$ cat src/rtl/img_pkg.sv
// img_pkg: shared types and constants for the image pattern generator.
//   ImgGenState   - generator FSM states
//   ImgMode*      - pixel pattern select encodings
//   clog2_min1    - counter width helper (never returns 0)
package img_pkg;

  typedef enum logic [2:0] {
    IDLE,
    FV_LEAD,
    LINE,
    LINE_GAP,
    FRAME_GAP
  } ImgGenState;

  localparam logic [1:0] ImgModeInvCount = 2'd0;
  localparam logic [1:0] ImgModeCount    = 2'd1;
  localparam logic [1:0] ImgModeChecker  = 2'd2;
  localparam logic [1:0] ImgModeConst    = 2'd3;

  // Bits needed to count 0..n-1, at least 1.
  function automatic int clog2_min1(input int n);
    return (n > 1) ? $clog2(n) : 1;
  endfunction

endpackage

$ cat src/rtl/img_px_pattern.sv
// img_px_pattern: combinational pixel value for the current pattern.
//   i_mode  - latched pattern select
//   i_px    - frame pixel counter
//   i_row   - low two bits of the row of the pixel being produced
//   i_col   - low two bits of the column of the pixel being produced
//   i_const - latched constant pixel value
//   o_pix   - pixel value
module img_px_pattern
  import img_pkg::*;
#(
  parameter int PixelWidth = 12
) (
  input  logic [1:0]            i_mode,
  input  logic [PixelWidth-1:0] i_px,
  input  logic [1:0]            i_row,
  input  logic [1:0]            i_col,
  input  logic [PixelWidth-1:0] i_const,
  output logic [PixelWidth-1:0] o_pix
);

  always_comb begin
    o_pix = '0;
    case (i_mode)
      ImgModeInvCount: o_pix = ~i_px;
      ImgModeCount:    o_pix = i_px;
      // Sparse grid: one bright pixel per 4x4 tile.
      ImgModeChecker:  o_pix = (i_row == 2'd0 && i_col == 2'd0) ? '1 : '0;
      ImgModeConst:    o_pix = i_const;
      default:         o_pix = '0;
    endcase
  end

endmodule

$ cat src/rtl/img_pattern_gen.sv
// img_pattern_gen: synthetic image sensor producing a frame/line-valid
// pixel stream with configurable geometry, blanking and test patterns.
//   clk         - clock, all outputs registered on rising edge
//   rst_        - asynchronous active-low reset
//   en          - run request, sampled in IDLE and on last frame-gap cycle
//   mode        - pattern select, latched at frame start
//   const_val   - constant pixel for mode 3, latched at frame start
//   img_d       - pixel data (0 while img_lv is low)
//   img_fv      - frame valid
//   img_lv      - line valid
//   busy        - generator not idle
//   frame_done  - one-cycle pulse with the falling edge of img_fv
//   frame_count - completed frames, wraps at 16 bits
module img_pattern_gen
  import img_pkg::*;
#(
  parameter int ImgWidth       = 256,
  parameter int ImgHeight      = 256,
  parameter int PixelWidth     = 12,
  parameter int FvLeadCycles   = 6,
  parameter int LineGapCycles  = 6,
  parameter int FrameGapCycles = 6
) (
  input  logic                  clk,
  input  logic                  rst_,
  input  logic                  en,
  input  logic [1:0]            mode,
  input  logic [PixelWidth-1:0] const_val,
  output logic [PixelWidth-1:0] img_d,
  output logic                  img_fv,
  output logic                  img_lv,
  output logic                  busy,
  output logic                  frame_done,
  output logic [15:0]           frame_count
);

  localparam int ColW   = clog2_min1(ImgWidth);
  localparam int RowW   = clog2_min1(ImgHeight);
  localparam int MaxA   = (FvLeadCycles > ImgWidth) ? FvLeadCycles : ImgWidth;
  localparam int MaxB   = (LineGapCycles > FrameGapCycles) ? LineGapCycles : FrameGapCycles;
  localparam int CntMax = (MaxA > MaxB) ? MaxA : MaxB;
  // One down-counter shared by every timed phase; holds phase length - 1.
  localparam int CntW   = clog2_min1(CntMax);

  ImgGenState            r_state, w_state_nxt;
  logic [CntW-1:0]       r_cnt, w_cnt_nxt;
  logic [PixelWidth-1:0] r_px, w_px_nxt;
  logic [RowW-1:0]       r_row, w_row_nxt;
  logic [ColW-1:0]       r_col, w_col_nxt;
  logic [1:0]            r_mode, w_mode_nxt;
  logic [PixelWidth-1:0] r_const, w_const_nxt;
  logic [PixelWidth-1:0] r_d, w_d_nxt;
  logic                  r_fv, w_fv_nxt;
  logic                  r_lv, w_lv_nxt;
  logic                  r_busy, w_busy_nxt;
  logic                  r_done, w_done_nxt;
  logic [15:0]           r_fcnt, w_fcnt_nxt;

  logic                  w_start;
  logic                  w_emit;
  logic [RowW-1:0]       w_pat_row;
  logic [PixelWidth-1:0] w_pix;

  // Leaving LINE_GAP into the next line emits that line's first pixel,
  // so the pattern must see the row it is about to become.
  assign w_pat_row = (r_state == LINE_GAP) ? r_row + RowW'(1) : r_row;

  img_px_pattern #(.PixelWidth(PixelWidth)) u_pat (
    .i_mode  (r_mode),
    .i_px    (r_px),
    .i_row   (2'(w_pat_row)),
    .i_col   (2'(r_col)),
    .i_const (r_const),
    .o_pix   (w_pix)
  );

  always_comb begin
    w_state_nxt = r_state;
    w_cnt_nxt   = r_cnt;
    w_px_nxt    = r_px;
    w_row_nxt   = r_row;
    w_col_nxt   = r_col;
    w_mode_nxt  = r_mode;
    w_const_nxt = r_const;
    w_fv_nxt    = r_fv;
    w_lv_nxt    = 1'b0;
    w_d_nxt     = '0;
    w_done_nxt  = 1'b0;
    w_fcnt_nxt  = r_fcnt;
    w_start     = 1'b0;
    w_emit      = 1'b0;

    case (r_state)
      IDLE: w_start = en;
      FV_LEAD: begin
        if (r_cnt == '0) begin
          w_emit      = 1'b1;
          w_state_nxt = LINE;
          w_cnt_nxt   = CntW'(ImgWidth - 1);
        end else begin
          w_cnt_nxt = r_cnt - CntW'(1);
        end
      end
      LINE: begin
        if (r_cnt == '0) begin
          w_state_nxt = LINE_GAP;
          w_cnt_nxt   = CntW'(LineGapCycles - 1);
          w_col_nxt   = '0;
        end else begin
          w_emit    = 1'b1;
          w_cnt_nxt = r_cnt - CntW'(1);
        end
      end
      LINE_GAP: begin
        if (r_cnt != '0) begin
          w_cnt_nxt = r_cnt - CntW'(1);
        end else if (r_row < RowW'(ImgHeight - 1)) begin
          w_row_nxt   = r_row + RowW'(1);
          w_emit      = 1'b1;
          w_state_nxt = LINE;
          w_cnt_nxt   = CntW'(ImgWidth - 1);
        end else begin
          w_state_nxt = FRAME_GAP;
          w_cnt_nxt   = CntW'(FrameGapCycles - 1);
          w_fv_nxt    = 1'b0;
          w_done_nxt  = 1'b1;
          w_fcnt_nxt  = r_fcnt + 16'd1;
        end
      end
      FRAME_GAP: begin
        if (r_cnt != '0) w_cnt_nxt = r_cnt - CntW'(1);
        else if (en)     w_start = 1'b1;
        else             w_state_nxt = IDLE;
      end
      default: w_state_nxt = IDLE;
    endcase

    if (w_emit) begin
      w_lv_nxt  = 1'b1;
      w_d_nxt   = w_pix;
      w_px_nxt  = r_px + PixelWidth'(1);
      w_col_nxt = r_col + ColW'(1);
    end

    // Frame start: settings are captured here and held for the whole frame.
    if (w_start) begin
      w_state_nxt = FV_LEAD;
      w_cnt_nxt   = CntW'(FvLeadCycles - 1);
      w_fv_nxt    = 1'b1;
      w_mode_nxt  = mode;
      w_const_nxt = const_val;
      w_px_nxt    = '0;
      w_row_nxt   = '0;
      w_col_nxt   = '0;
    end

    w_busy_nxt = (w_state_nxt != IDLE);
  end

  always_ff @(posedge clk or negedge rst_) begin
    if (!rst_) begin
      r_state <= IDLE;
      r_cnt   <= '0;
      r_px    <= '0;
      r_row   <= '0;
      r_col   <= '0;
      r_mode  <= '0;
      r_const <= '0;
      r_d     <= '0;
      r_fv    <= 1'b0;
      r_lv    <= 1'b0;
      r_busy  <= 1'b0;
      r_done  <= 1'b0;
      r_fcnt  <= '0;
    end else begin
      r_state <= w_state_nxt;
      r_cnt   <= w_cnt_nxt;
      r_px    <= w_px_nxt;
      r_row   <= w_row_nxt;
      r_col   <= w_col_nxt;
      r_mode  <= w_mode_nxt;
      r_const <= w_const_nxt;
      r_d     <= w_d_nxt;
      r_fv    <= w_fv_nxt;
      r_lv    <= w_lv_nxt;
      r_busy  <= w_busy_nxt;
      r_done  <= w_done_nxt;
      r_fcnt  <= w_fcnt_nxt;
    end
  end

  assign img_d       = r_d;
  assign img_fv      = r_fv;
  assign img_lv      = r_lv;
  assign busy        = r_busy;
  assign frame_done  = r_done;
  assign frame_count = r_fcnt;

endmodule

$ cat config.mk
export PLATFORM = sky130hd
export DESIGN_NAME = img_pattern_gen
export DESIGN_NICKNAME = d
export VERILOG_FILES = /design/src/rtl/img_pkg.sv /design/src/rtl/img_px_pattern.sv /design/src/rtl/img_pattern_gen.sv
export SDC_FILE = /design/constraint.sdc
export NUM_CORES = 1
export LEC_CHECK = 0
export BUFFER_PORTS_ARGS = -buffer_cell sky130_fd_sc_hd__buf_2
export CAP_MARGIN = 40
export CORE_ASPECT_RATIO = 2
export CORE_MARGIN = 2
export CORE_UTILIZATION = 45
export DETAILED_ROUTE_END_ITERATION = 6
export GPL_TIMING_DRIVEN = 0
export PLACE_DENSITY_LB_ADDON = 0.12
export SYNTH_ARGS = -nofsm -noshare
export SYNTH_HDL_FRONTEND = slang
export SYNTH_SLANG_ARGS = --single-unit
$ cat constraint.sdc
create_clock -name clk -period 5.7 [get_ports clk]
set_clock_uncertainty 0.1 [all_clocks]
set_input_delay 1.14 -clock clk [delete_from_list [all_inputs] [get_ports clk]]
set_output_delay 1.14 -clock clk [all_outputs]
set_load 0.1 [all_outputs]
==> results.ini <==
[timing]
worstMarginPinSlew_ns = 0.719
setup_tns_ns = 0
drv_slew = 0
rsz0062_at_grt = false
setup-violations-final = 0
fin_crit_ns = 2.55
hold_viol_final = 0
relSlewSlack_pct = 51.7
hold_ws_ns = 0.361
layout_setup_ws_ns = 3.15
max_freq_ghz = 0.393
min_period_over_period_pct = 44.7

[clock_tree]
clock_latency_ns = 0.34
post-cts-setup-buffers = 0
htree_num_levels = 3
clock-root-buffer = clkbuf_16
ctsHoldBuffers = 0
cts_tree = built
cts_buffer_depth = 2
clkSinkCount = 79
cts_resized = 0
numCtsBuffers = 9
clkSlewWorstSetupHoldPaths_ns = 0.06

[yosys]
synth_area_um2 = 3830
synth_top_family_by_area = simple AND/OR/NAND/NOR gates
ys_seq_area_share_pct = 51.5
synth_xor_area_share_pct = 5.02
synth_area_leaders = dfrtp_1, nand2_1, a21oi_1, xnor2_1, a221oi_1
avgSynthCellArea_um2 = 9.61
synth_edf_count = 0
ys_ff_latch = 79
yosys.area.top_type = dfrtp_1
yosys.cell_types.count = 52
async_reset_ff_share_pct = 100
ys_warn_count = 0
syn-instance-count = 399
synth_compound_area_share_pct = 13.7
yosys-mux-area-fraction_pct = 1.34
synth_top_area_share_pct = 51.5
syn_nets = 421
synth_adder_area_share_pct = 1.63
yosys.area_share.simple_pct = 22.1
ys.flop_type = dfrtp_1

[place]
post-dp-hpwl_um = 6640
dp_cells = 546
pre_cts_ws_ns = 3.12
globalplace.congestion = 0.872
portBuffers = 48

[min_path]
hold_path.class = reg -> reg
whs_path_depth = 1

[die]
rows = 47
ioPinCount = 49
die_h_um = 135
coreArea_um2 = 8290
dieArea_um2 = 9320
fp.dieW_um = 69.3
start_util_pct = 46.3

[worst_setup_path]
required_ns = 5.81
path_buf_inv = 3
startpoint_type = flip-flop
crit_top_cell = buf_6
r2r_cells = 9
cpMaxStageDelayCell = dfrtp_1
worstSetupEndpointType = flip-flop
r2r_slack_ns = 3.15
path_cells = inv_1, ha_1, nor4b_4, nand3_1, a2bb2oi_2, or2_1, buf_6, buf_6, a221oi_1
cp_num_cells = 9
critPathMaxFanout = 10
crit_type = reg -> reg
crit_family = simple AND/OR/NAND/NOR gates
cp.arrival_ns = 2.66
slowest_delay_ns = 0.40

[drt]
wirelength_um = 9020
first_pass_iters = 4
vias_per_cell = 5.58
ant_nets = 0
routedWlPerCell_um = 16.1
via_count = 3132
drt-initial-drc-count = 255
drc = 0

[global_route]
antenna_found_initial = 0
gr-total-overflow = 0
grt_max_degree = 42
grt_pass1_vias = 3179
gr-usage-all-layers_pct = 20.8
grt_pass1_wl_um = 15500

[pwr]
seq_power_share_pct = 50.3
switching_share_pct = 20.9
p_int_uw = 882
p_per_area_nw_per_um2 = 248
p_sw_uw = 234
peakVddDrop_mv = 0.163
combPwrFrac_pct = 1.6
pwr-share-clk_pct = 48.1
leakagePower_nw = 2.15

[finish]
layout-drive-gt1-share_pct = 17.5
num_antenna_cells = 0
fin_cells = 561
nNetsFinal = 481
layout_commonest_cell = dfrtp_1
final_util_pct = 54.2
final_cell_mix = dfrtp_1, nand2_1, buf_2
area_growth_pct = 17.2

[status]
status = finished clean

[job]
cap_violations = 0

-- power by group through the flow --
stage          logic, mW  registers (mW)  clock network, mW
2_1_floorplan   0.000133           0.571                  0
3_3_place_gp      0.0168           0.571                  0
3_5_place_dp      0.0190           0.571                  0
4_1_cts           0.0191           0.561              0.546
5_1_grt           0.0216           0.560              0.572
6_report          0.0180           0.561              0.537
-- cell type report --
cell class	instances	area (µm²)
clock buffer	12	256
tap	98	123
buffer	17	91.3
multi-input combinational	280	1680
inverter	23	86.3
clock inverter	3	18.8
timing repair buffer	49	263
fill	747	3800
sequential	79	1980
-- worst reg2reg max path, delay by kind of cell (launching register included) --
family | cells | cell delay [ns]
and+or+nand+nor | 3 | 0.84
AOI/OAI and AO/OA | 2 | 0.52
DFF | 1 | 0.40
buffers and inverters | 3 | 0.36
adders and majority gates | 1 | 0.21
-- cells in the mapped netlist, drive strengths merged (2+ instances only) --
cell type / number
dfrtp: 79
nand2: 68
a21oi: 33
nor2: 24
inv: 23
nand3: 17
xnor2: 17
nor3: 13
a221oi: 12
o21ai: 11
clkbuf: 10
and3: 9
buf: 7
o31ai: 7
nand4: 6
nor4: 6
ha: 5
or3: 5
xor2: 5
mux2i: 4
nor4b: 4
o311ai: 4
a31oi: 3
nand2b: 3
or4: 3
and2: 2
or2: 2
-- routing by layer --
metal / share of wire, % / GRT usage (%) / vias up / routed length (µm)
li1: - / - / 1532 / -
met1: 39 / 23.0 / 1531 / 3480
met2: 55 / 37.8 / 50 / 5010
met3: 2.9 / 4.10 / 19 / 258
met4: 3.1 / 9.48 / 0 / 276
met5: 0 / 0 / - / 0
-- cells by family (layout without fill, tap and decap cells) --
group                      after synthesis  in the layout
buffers and inverters                   40            104
xor gates and xnor gates                22             22
adders and majority gates                5              5
muxes                                    5              5
DFF                                     79             79
and+or+nand+nor                        168            168
AOI/OAI and AO/OA                       80             80
-- registers in the layout, summed over array words and instances, names as in the netlist, 2 cells and up --
register	cells
r_px	12
r_cnt	8
r_row	8
frame_count	16
r_state	3
r_col	2
img_d	12
r_const	12
r_mode	2
-- worst paths after layout --
check                                               to                         from
max reg2reg                         img_d[7]$_DFF_PN0_         r_cnt[0]$_DFFE_PN0P_
max in group asynchronous         r_cnt[0]$_DFFE_PN0P_                         rst_
max                                 img_d[7]$_DFF_PN0_         r_cnt[0]$_DFFE_PN0P_
min reg2reg                frame_count[15]$_DFFE_PN0P_  frame_count[15]$_DFFE_PN0P_
min in group asynchronous           img_d[9]$_DFF_PN0_                         rst_
min                        frame_count[15]$_DFFE_PN0P_  frame_count[15]$_DFFE_PN0P_
-- per-stage QoR --
stage	instance area [µm²]	total power [mW]
2_1_floorplan	3830	0.571
3_3_place_gp	4200	0.588
3_5_place_dp	4220	0.590
4_1_cts	4500	1.13
5_1_grt	4500	1.15
6_report	4500	1.12
(Power assumes the default switching activity.)
